**src/rtl/b_seq_pkg.sv**
```systemverilog
// Shared types and default geometry for the B-side address sequencer.
package b_seq_pkg;

    typedef enum logic [1:0] {BS_IDLE, BS_RUN, BS_DONE} bseq_state_t;

    localparam int BSEQ_AW     = 4;
    localparam int BSEQ_LAST   = 8;
    localparam int BSEQ_PASSES = 2;
    localparam int BSEQ_PIDX_W = 8;

    // pass_idx is 8 bits wide, so at most 256 passes are representable
    function automatic bit bseq_params_ok(input int aw, input int last, input int passes);
        return (last > 0) && (last < (1 << aw)) && (passes >= 1) && (passes <= (1 << BSEQ_PIDX_W));
    endfunction

endpackage

```
**src/rtl/b_seq_pass_ctr.sv**
```systemverilog
// Pass counter for the B-side sequencer: increment/clear with a last-pass flag.
module b_seq_pass_ctr
    import b_seq_pkg::*;
#(
    parameter int PASSES = BSEQ_PASSES
) (
    input  logic                   clk,
    input  logic                   reset,
    input  logic                   inc_i,
    input  logic                   clr_i,
    output logic [BSEQ_PIDX_W-1:0] cnt_o,
    output logic                   last_o
);

    localparam logic [BSEQ_PIDX_W-1:0] LAST_IDX = BSEQ_PIDX_W'(PASSES - 1);

    logic [BSEQ_PIDX_W-1:0] cnt_q;
    logic [BSEQ_PIDX_W-1:0] cnt_d;

    always_comb begin
        cnt_d = cnt_q;
        if (clr_i) begin
            cnt_d = '0;
        end else if (inc_i) begin
            cnt_d = cnt_q + BSEQ_PIDX_W'(1);
        end
    end

    always_ff @(posedge clk or posedge reset) begin
        if (reset) begin
            cnt_q <= '0;
        end else begin
            cnt_q <= cnt_d;
        end
    end

    assign cnt_o  = cnt_q;
    assign last_o = (cnt_q == LAST_IDX);

endmodule

```
**src/rtl/b_address_sequencer.sv**
```systemverilog
// B-side address sequencer: sweeps 0..LAST for PASSES passes per start, then pulses done.
// Optional hold input (freezes the sweep in RUN) is compiled in with BSEQ_HOLD_EN.
module b_address_sequencer
    import b_seq_pkg::*;
#(
    parameter int AW     = BSEQ_AW,
    parameter int LAST   = BSEQ_LAST,
    parameter int PASSES = BSEQ_PASSES
) (
    input  logic                   clk,
    input  logic                   reset,
    input  logic                   start,
    input  logic                   abort,
`ifdef BSEQ_HOLD_EN
    input  logic                   hold,
`endif
    output logic [AW-1:0]          addressBcounter,
    output logic                   busy,
    output logic                   done,
    output logic [BSEQ_PIDX_W-1:0] pass_idx
);

    if (!bseq_params_ok(AW, LAST, PASSES)) begin : g_bad_params
        $error("b_address_sequencer: illegal AW/LAST/PASSES combination");
    end

    localparam logic [AW-1:0] LAST_A = AW'(LAST);

    bseq_state_t   state_q;
    logic [AW-1:0] addr_q;
    logic          busy_q;
    logic          done_q;

    logic hold_w;
    logic in_run;
    logic step;
    logic at_last;
    logic pc_inc;
    logic pc_clr;
    logic pc_last;

`ifdef BSEQ_HOLD_EN
    assign hold_w = hold;
`else
    assign hold_w = 1'b0;
`endif

    assign in_run  = (state_q == BS_RUN);
    assign step    = in_run && !abort && !hold_w;
    assign at_last = (addr_q == LAST_A);
    // The counter is cleared on the wrap of the final pass so DONE already shows pass_idx=0
    assign pc_inc  = step && at_last && !pc_last;
    assign pc_clr  = (in_run && abort) || (step && at_last && pc_last);

    b_seq_pass_ctr #(
        .PASSES (PASSES)
    ) u_pass_ctr (
        .clk    (clk),
        .reset  (reset),
        .inc_i  (pc_inc),
        .clr_i  (pc_clr),
        .cnt_o  (pass_idx),
        .last_o (pc_last)
    );

    always_ff @(posedge clk or posedge reset) begin
        if (reset) begin
            state_q <= BS_IDLE;
            addr_q  <= '0;
            busy_q  <= 1'b0;
            done_q  <= 1'b0;
        end else begin
            case (state_q)
                BS_IDLE: begin
                    addr_q <= '0;
                    done_q <= 1'b0;
                    if (start && !abort) begin
                        state_q <= BS_RUN;
                        busy_q  <= 1'b1;
                    end
                end
                BS_RUN: begin
                    if (abort) begin
                        state_q <= BS_IDLE;
                        addr_q  <= '0;
                        busy_q  <= 1'b0;
                    end else if (!hold_w) begin
                        if (at_last) begin
                            addr_q <= '0;
                            if (pc_last) begin
                                state_q <= BS_DONE;
                                busy_q  <= 1'b0;
                                done_q  <= 1'b1;
                            end
                        end else begin
                            addr_q <= addr_q + AW'(1);
                        end
                    end
                end
                BS_DONE: begin
                    state_q <= BS_IDLE;
                    addr_q  <= '0;
                    busy_q  <= 1'b0;
                    done_q  <= 1'b0;
                end
                default: begin
                    state_q <= BS_IDLE;
                    addr_q  <= '0;
                    busy_q  <= 1'b0;
                    done_q  <= 1'b0;
                end
            endcase
        end
    end

    assign addressBcounter = addr_q;
    assign busy            = busy_q;
    assign done            = done_q;

endmodule

```
**config.mk**
```make
export PLATFORM = sky130hd
export DESIGN_NAME = b_address_sequencer
export DESIGN_NICKNAME = d
export VERILOG_FILES = /design/src/rtl/b_seq_pkg.sv /design/src/rtl/b_seq_pass_ctr.sv /design/src/rtl/b_address_sequencer.sv
export SDC_FILE = /design/constraint.sdc
export NUM_CORES = 1
export LEC_CHECK = 0
export CORE_MARGIN = 3
export CORE_UTILIZATION = 52
export CTS_CLUSTER_SIZE = 28
export DETAILED_ROUTE_END_ITERATION = 8
export PLACE_DENSITY = 0.81
export SLEW_MARGIN = 20
export SYNTH_ARGS = -nofsm -noshare
export SYNTH_HDL_FRONTEND = slang
export SYNTH_SLANG_ARGS = --single-unit
```
**constraint.sdc**
```tcl
create_clock -name clk -period 3.7 [get_ports clk]
set_clock_uncertainty 0.2 [all_clocks]
set_input_delay 0.74 -clock clk [delete_from_list [all_inputs] [get_ports clk]]
set_output_delay 0.74 -clock clk [all_outputs]
set_load 0.005 [all_outputs]
```
==> flow_metrics.py, run 1 <==
metrics = {
    "status": {
        "status": "completed",
    },
    "clock_network": {
        "cts_tree": "built",
        "cts_made_buffers": 3,
        "clock_path_buffers": 2,
        "cts_max_level": 1,
        "clock-sinks": 16,
        "ctsResizeCount": 0,
        "cts_setup_buffers": 0,
        "path_clk_slew_ns": 0.09,
        "hold_buffers": 0,
        "clkLatencyLatePin_ns": 0.29,
        "cts_root_buf": "clkbuf_4",
    },
    "grt": {
        "grt_usage_pct": 17.8,
        "grt_max_degree": 17,
        "grt_pass1_wl_um": 2660,
        "grt_pass1_vias": 591,
        "antenna_found_initial": 0,
        "grt-ovfl-total": 0,
    },
    "worst_setup_path": {
        "crit_slowest_cell": "clkdlybuf4s50_1",
        "worstSetupPathType": "reg2out",
        "worstPathRequired_ns": 2.76,
        "end_kind": "primary output",
        "reg2reg_depth": 6,
        "path_cells": "clkdlybuf4s50_1",
        "timing.rr.start": "addressBcounter[0]",
        "worstPathMaxFanout": 6,
        "crit_family": "buffers and inverters",
        "r2r_slack_ns": 1.56,
        "cpPeakStageDelay_ns": 0.55,
        "arrival_ns": 1.31,
        "reg2reg_to": "u_pass_ctr.cnt_o[4]",
        "critPathLaunch": "u_pass_ctr.cnt_o[0]",
        "critPathBufInv": 1,
        "cp_num_cells": 1,
        "start_kind": "flop",
    },
    "logic_synthesis": {
        "ys_top_cells_by_count": "dfrtp_1 (16), nor2_1 (11), xor2_1 (6)",
        "seq_area_frac_synth_pct": 47.1,
        "post-synth-top-count-cell": "dfrtp_1",
        "avgSynthCellArea_um2": 10.4,
        "synth_flop_cell": "dfrtp_1",
        "async_flop_share_pct": 100,
        "synth_edf_count": 0,
        "synthTopCellsByArea": "dfrtp_1 (47%), xor2_1 (6.2%), ha_1 (5.9%), nor2_1 (4.9%), o211ai_1 (3.5%)",
        "syn_nets": 90,
        "yosys_warnings": 0,
        "synth_top_area_share_pct": 47.1,
        "yosysTopAreaCell": "dfrtp_1",
        "synthCells": 82,
        "synth.ff_latch_count": 16,
        "synth.distinct_cells": 34,
        "synth_area_um2": 850,
    },
    "power": {
        "ir_drop_mv": 0.203,
        "cellPowerDensity_nw_per_um2": 305,
        "combPwrFrac_pct": 8.2,
        "pwr-share-seq_pct": 56.1,
        "power_leakage_nw": 0.463,
        "pwr-share-clk_pct": 35.8,
        "intPower_w": 0.000250,
        "p_sw_w": 0.0000733,
        "switching_share_pct": 22.7,
    },
    "sta": {
        "fin_crit_ns": 2.25,
        "setup_viol": 0,
        "fmax_mhz": 444,
        "maxSlewViolCount": 0,
        "worstMarginPinSlew_ns": 0.601,
        "hold_viol": 0,
        "slew_headroom_pct": 59.9,
        "tns_ns": 0,
        "rsz0062_at_grt": "no",
        "hold_ws_ns": 0.310,
        "min_period_over_period_pct": 60.9,
    },
    "die": {
        "fp.dieW_um": 46.4,
        "initial_core_util_pct": 60.0,
        "die_y_um": 46.4,
        "pin_count": 18,
        "placementRows": 13,
        "dieArea_um2": 2150,
        "core_area_um2": 1420,
    },
    "hold_path": {
        "min_to": "addressBcounter[0]",
        "hold_path_depth": 1,
        "min-delay-start": "addressBcounter[0]",
        "hold_class": "reg2reg",
    },
    "placed_design": {
        "gp_congestion": 0.842,
        "placement.io_buffers": 17,
        "hpwlAfterDp_um": 1210,
    },
    "drt": {
        "antenna_left": 0,
        "drt_iter0_markers": 11,
        "firstDrtPassIters": 4,
        "post_drt_wl_per_cell_um": 14.4,
        "num_vias": 655,
        "viasPerCell": 5.65,
        "drc": 0,
        "drt_wl_total_um": 1670,
    },
    "cells_and_area": {
        "num_antenna_cells": 0,
        "layout-drive-gt1-share_pct": 7.92,
        "area_delta_synth_final_pct": 24.6,
        "nNetsFinal": 110,
        "final_util_pct": 74.8,
    },
    "run": {
        "drv_cap": 0,
    },
}
==> power by group through the flow <==
stage	Sequential (W)	Clock, W	Combinational [W]
floorplan	0.000184	0	0.0000146
global placement	0.000184	0	0.0000260
detailed placement	0.000185	0	0.0000264
CTS	0.000181	0.000118	0.0000268
global route	0.000182	0.000121	0.0000294
finish	0.000181	0.000116	0.0000264
==> area by class of cell <==
type                       count  area [um^2]
clock buffer                   4         36.3
fill                         108          357
inverter                       4         15.0
timing repair buffer          17          170
tap                           15         18.8
multi-input combinational     60          418
sequential                    16          400
==> logic make-up after synthesis <==
group / count (synthesis) / synth area share, %
AND/OR/NAND/NOR: 34 / 22.1
multiplexers: 1 / 1.18
adder cells (fa/ha/maj): 4 / 5.89
flip-flops: 16 / 47.1
AO/OA/AOI/OAI: 14 / 12.8
XOR/XNOR: 7 / 7.22
buffers and inverters: 6 / 3.68
==> per-stage QoR <==
step / instances / total power, W / worst slack, ns / cell area (um^2)
final: 116 / 0.000323 / 1.45 / 1060
after global routing: 116 / 0.000333 / 1.32 / 1060
after CTS: 116 / 0.000326 / 1.44 / 1060
after detailed placement: 112 / 0.000211 / 1.18 / 1020
after global placement: 112 / 0.000210 / 1.20 / 1020
after floorplan: 82 / 0.000199 / 1.86 / 850
==> placed cells by master (no fill, tap or decap), drive strengths merged <==
cell type,n
a21oi,3
a31oi,1
a32o,1
and2,1
and2b,1
and3,2
and3b,1
and4b,1
clkbuf,4
clkdlybuf4s50,17
dfrtp,16
ha,4
inv,4
mux2i,1
nand2,3
nand2b,2
nand3,3
nand4,1
nor2,11
nor2b,1
nor3,3
nor3b,1
nor4b,1
o211ai,4
o21a,1
o21ai,2
o21bai,1
o31ai,1
or3,1
or4,1
xnor2,1
xor2,6
==> metal layers <==
layer	vias to the layer above	track usage (%)	part of all wire (%)
li1	332	-	-
met4	0	6.82	0.72
met3	2	3.52	4.4
met1	297	24.4	48
met2	24	27.2	47
met5	-	0	0
==> state kept, by name, summed over array words and instances (netlist names) <==
register,count
state_q,2
addressBcounter,4
busy,1
u_pass_ctr.cnt_o,8
done,1
==> worst max-delay path by stage <==
| stage | to |
|---|---|
| floorplan | u_pass_ctr.cnt_o[6] |
| global placement | u_pass_ctr.cnt_o[4] |
| detailed placement | u_pass_ctr.cnt_o[4] |
| CTS | pass_idx[3] |
| global route | u_pass_ctr.cnt_o[3] |
| finish | pass_idx[0] |
No activity file was read; power rests on OpenSTA's default activity.
==> run 2: changes to the inputs <==
--- a/config.mk
+++ b/config.mk
@@ -6,10 +6,10 @@
 export NUM_CORES = 1
 export LEC_CHECK = 0
 export CORE_MARGIN = 3
-export CORE_UTILIZATION = 52
+export CORE_UTILIZATION = 44
 export CTS_CLUSTER_SIZE = 28
 export DETAILED_ROUTE_END_ITERATION = 8
-export PLACE_DENSITY = 0.81
+export PLACE_DENSITY = 0.73
 export SLEW_MARGIN = 20
 export SYNTH_ARGS = -nofsm -noshare
 export SYNTH_HDL_FRONTEND = slang
==> constraint.sdc (replaced) <==
create_clock -name clk -period 2 [get_ports clk]
set_clock_uncertainty 0.2 [all_clocks]
set_input_delay 0.4 -clock clk [delete_from_list [all_inputs] [get_ports clk]]
set_output_delay 0.4 -clock clk [all_outputs]
set_load 0.005 [all_outputs]
==> run 2 against run 1 <==
Compared with the run above: final cell count rose by 22%; sequential power rose by 85%; combinational power rose by 140%; non-clock buffer count rose by 16; clock-buffer cell count did not move; worst setup slack got worse by 1.4 ns; global-route usage fell by 0.17 points; utilization fell by 7.4 points; largest cell class unchanged; largest power group unchanged.
==> flow_metrics.py, run 2 (synthesis results as in run 1) <==
metrics = {
    "hold_path": {
        "hold_class": "in2async",
    },
    "power": {
        "cellPowerDensity_nw_per_um2": 518,
        "ir_drop_mv": 0.378,
        "intPower_w": 0.000473,
        "power_leakage_nw": 0.545,
        "p_sw_w": 0.000150,
        "switching_share_pct": 24.0,
        "pwr-share-seq_pct": 53.6,
        "pwr-share-clk_pct": 36.3,
        "totalPowerFinal_w": 0.000623,
        "combPwrFrac_pct": 10.1,
    },
    "die": {
        "pin_count": 18,
        "die_y_um": 49.9,
        "initial_core_util_pct": 47.6,
        "placementRows": 15,
        "core_area_um2": 1780,
        "dieArea_um2": 2490,
        "fp.dieW_um": 49.9,
    },
    "grt": {
        "grt_pass1_vias": 681,
        "antenna_found_initial": 0,
        "grt-ovfl-total": 0,
        "grt_usage_pct": 17.6,
        "grt_pass1_wl_um": 3240,
        "grt_max_degree": 17,
    },
    "placed_design": {
        "place_ws_ns": -0.0268,
        "placement.io_buffers": 17,
        "gp_congestion": 0.768,
        "hpwlAfterDp_um": 1410,
    },
    "drt": {
        "post_drt_wl_per_cell_um": 12.7,
        "firstDrtPassIters": 4,
        "drt_wl_total_um": 1810,
        "drc": 0,
        "num_vias": 719,
        "drt_iter0_markers": 10,
        "viasPerCell": 5.06,
        "antenna_left": 0,
    },
    "cells_and_area": {
        "final_common_cell": "clkdlybuf4s50_1",
        "fill_cells": 140,
        "multi_input_area_um2": 428,
        "num_antenna_cells": 0,
        "area_delta_synth_final_pct": 41.5,
        "layout-drive-gt1-share_pct": 23.9,
        "nNetsFinal": 126,
        "layout_common_cells": "clkdlybuf4s50_1 (17), buf_4 (16), dfrtp_1 (15), nor2_1 (10), xor2_1 (6)",
        "regArea_um2": 402,
        "largest_reg_flops": 8,
    },
    "worst_setup_path": {
        "end_kind": "primary output",
        "worstPathRequired_ns": 1.40,
        "arrival_ns": 1.32,
        "worstSetupPathType": "reg2out",
        "worstPathMaxFanout": 5,
        "start_kind": "flop",
    },
    "sta": {
        "hold_viol": 0,
        "fin_crit_ns": 1.92,
        "rsz0062_at_grt": "no",
        "fmax_mhz": 521,
        "tns_ns": 0,
        "maxSlewViolCount": 0,
        "min_period_over_period_pct": 96.0,
        "slew_headroom_pct": 77.8,
        "setup_viol": 0,
        "worstMarginPinSlew_ns": 0.332,
        "postLayoutSetupSlackWorst_ns": 0.0805,
    },
    "clock_network": {
        "cts_root_buf": "clkbuf_4",
        "clock_path_buffers": 2,
        "hold_buffers": 0,
        "cts_setup_buffers": 0,
        "cts_max_level": 1,
        "clock-sinks": 16,
        "cts_tree": "built",
        "path_clk_slew_ns": 0.10,
        "clkLatencyLatePin_ns": 0.30,
        "cts_made_buffers": 3,
    },
    "status": {
        "status": "completed",
    },
    "run": {
        "drv_cap": 0,
    },
}
run 2: changes by cell type in the layout (fill, tap and decap cells not counted), sizes merged:
cell,delta
buf,+16
run 2: worst paths after layout:
check | cells after the start | to | from | slack (ns)
max | 2 | pass_idx[0] | u_pass_ctr.cnt_o[0] | 0.08
min | 3 | state_q[1] | reset | 0.19
max reg2reg | 6 | u_pass_ctr.cnt_o[6] | addressBcounter[0] | 0.13
max in group asynchronous | 3 | u_pass_ctr.cnt_o[3] | reset | 1.22
min reg2reg | 1 | done | done | 0.30
min in group clk | 1 | done | done | 0.30
run 2: final cells by class:
type	count	area share (%)
multi-input combinational	60	35.6
timing repair buffer	33	24.1
sequential	16	33.4
inverter	4	1.25
tap	25	2.60
clock buffer	4	3.02
run 2: routing by layer:
| layer | GRT usage [%] | wire, um | vias up |
|---|---|---|---|
| met4 | 11.1 | 50 | 0 |
| met1 | 23.1 | 841 | 338 |
| li1 | - | - | 360 |
| met3 | 3.63 | 93 | 5 |
| met2 | 26.0 | 819 | 16 |
| met5 | 0 | 0 | - |
run 2: timing repair:
action / CTS / global route
gates cloned: 0 / 0
setup endpoints to repair: 6 / 9
resized for setup: 1 / 3
run 2: power groups by stage:
stage | sequential, W | combinational (W) | clock, W
after floorplan | 0.000341 | 0.0000270 | 0
after global placement | 0.000340 | 0.0000620 | 0
after detailed placement | 0.000340 | 0.0000635 | 0
after CTS | 0.000334 | 0.0000646 | 0.000235
after global routing | 0.000335 | 0.0000707 | 0.000253
final | 0.000334 | 0.0000630 | 0.000226
run 2: per-stage QoR:
stage	cell area [um^2]	utilization (%)	hold slack (ns)	cells
after floorplan	850	-	0.114	82
after global placement	1150	64.8	0.274	138
after detailed placement	1150	64.8	0.279	138
after CTS	1190	66.9	0.183	142
after global routing	1200	67.4	0.199	142
final	1200	67.4	0.186	142
run 2: critical path, stage by stage, from the launching register on:
cell,delay [ns]
dfrtp_1,0.38
buf_4,0.15
clkdlybuf4s50_1,0.50
==> run 3: changes to the inputs <==
--- a/config.mk
+++ b/config.mk
@@ -10,7 +10,6 @@
 export CTS_CLUSTER_SIZE = 28
 export DETAILED_ROUTE_END_ITERATION = 8
 export PLACE_DENSITY = 0.73
-export SLEW_MARGIN = 20
 export SYNTH_ARGS = -nofsm -noshare
 export SYNTH_HDL_FRONTEND = slang
 export SYNTH_SLANG_ARGS = --single-unit
==> results of run 3 <==
The final DEF is identical to that of run 2; final timing and power are the same.
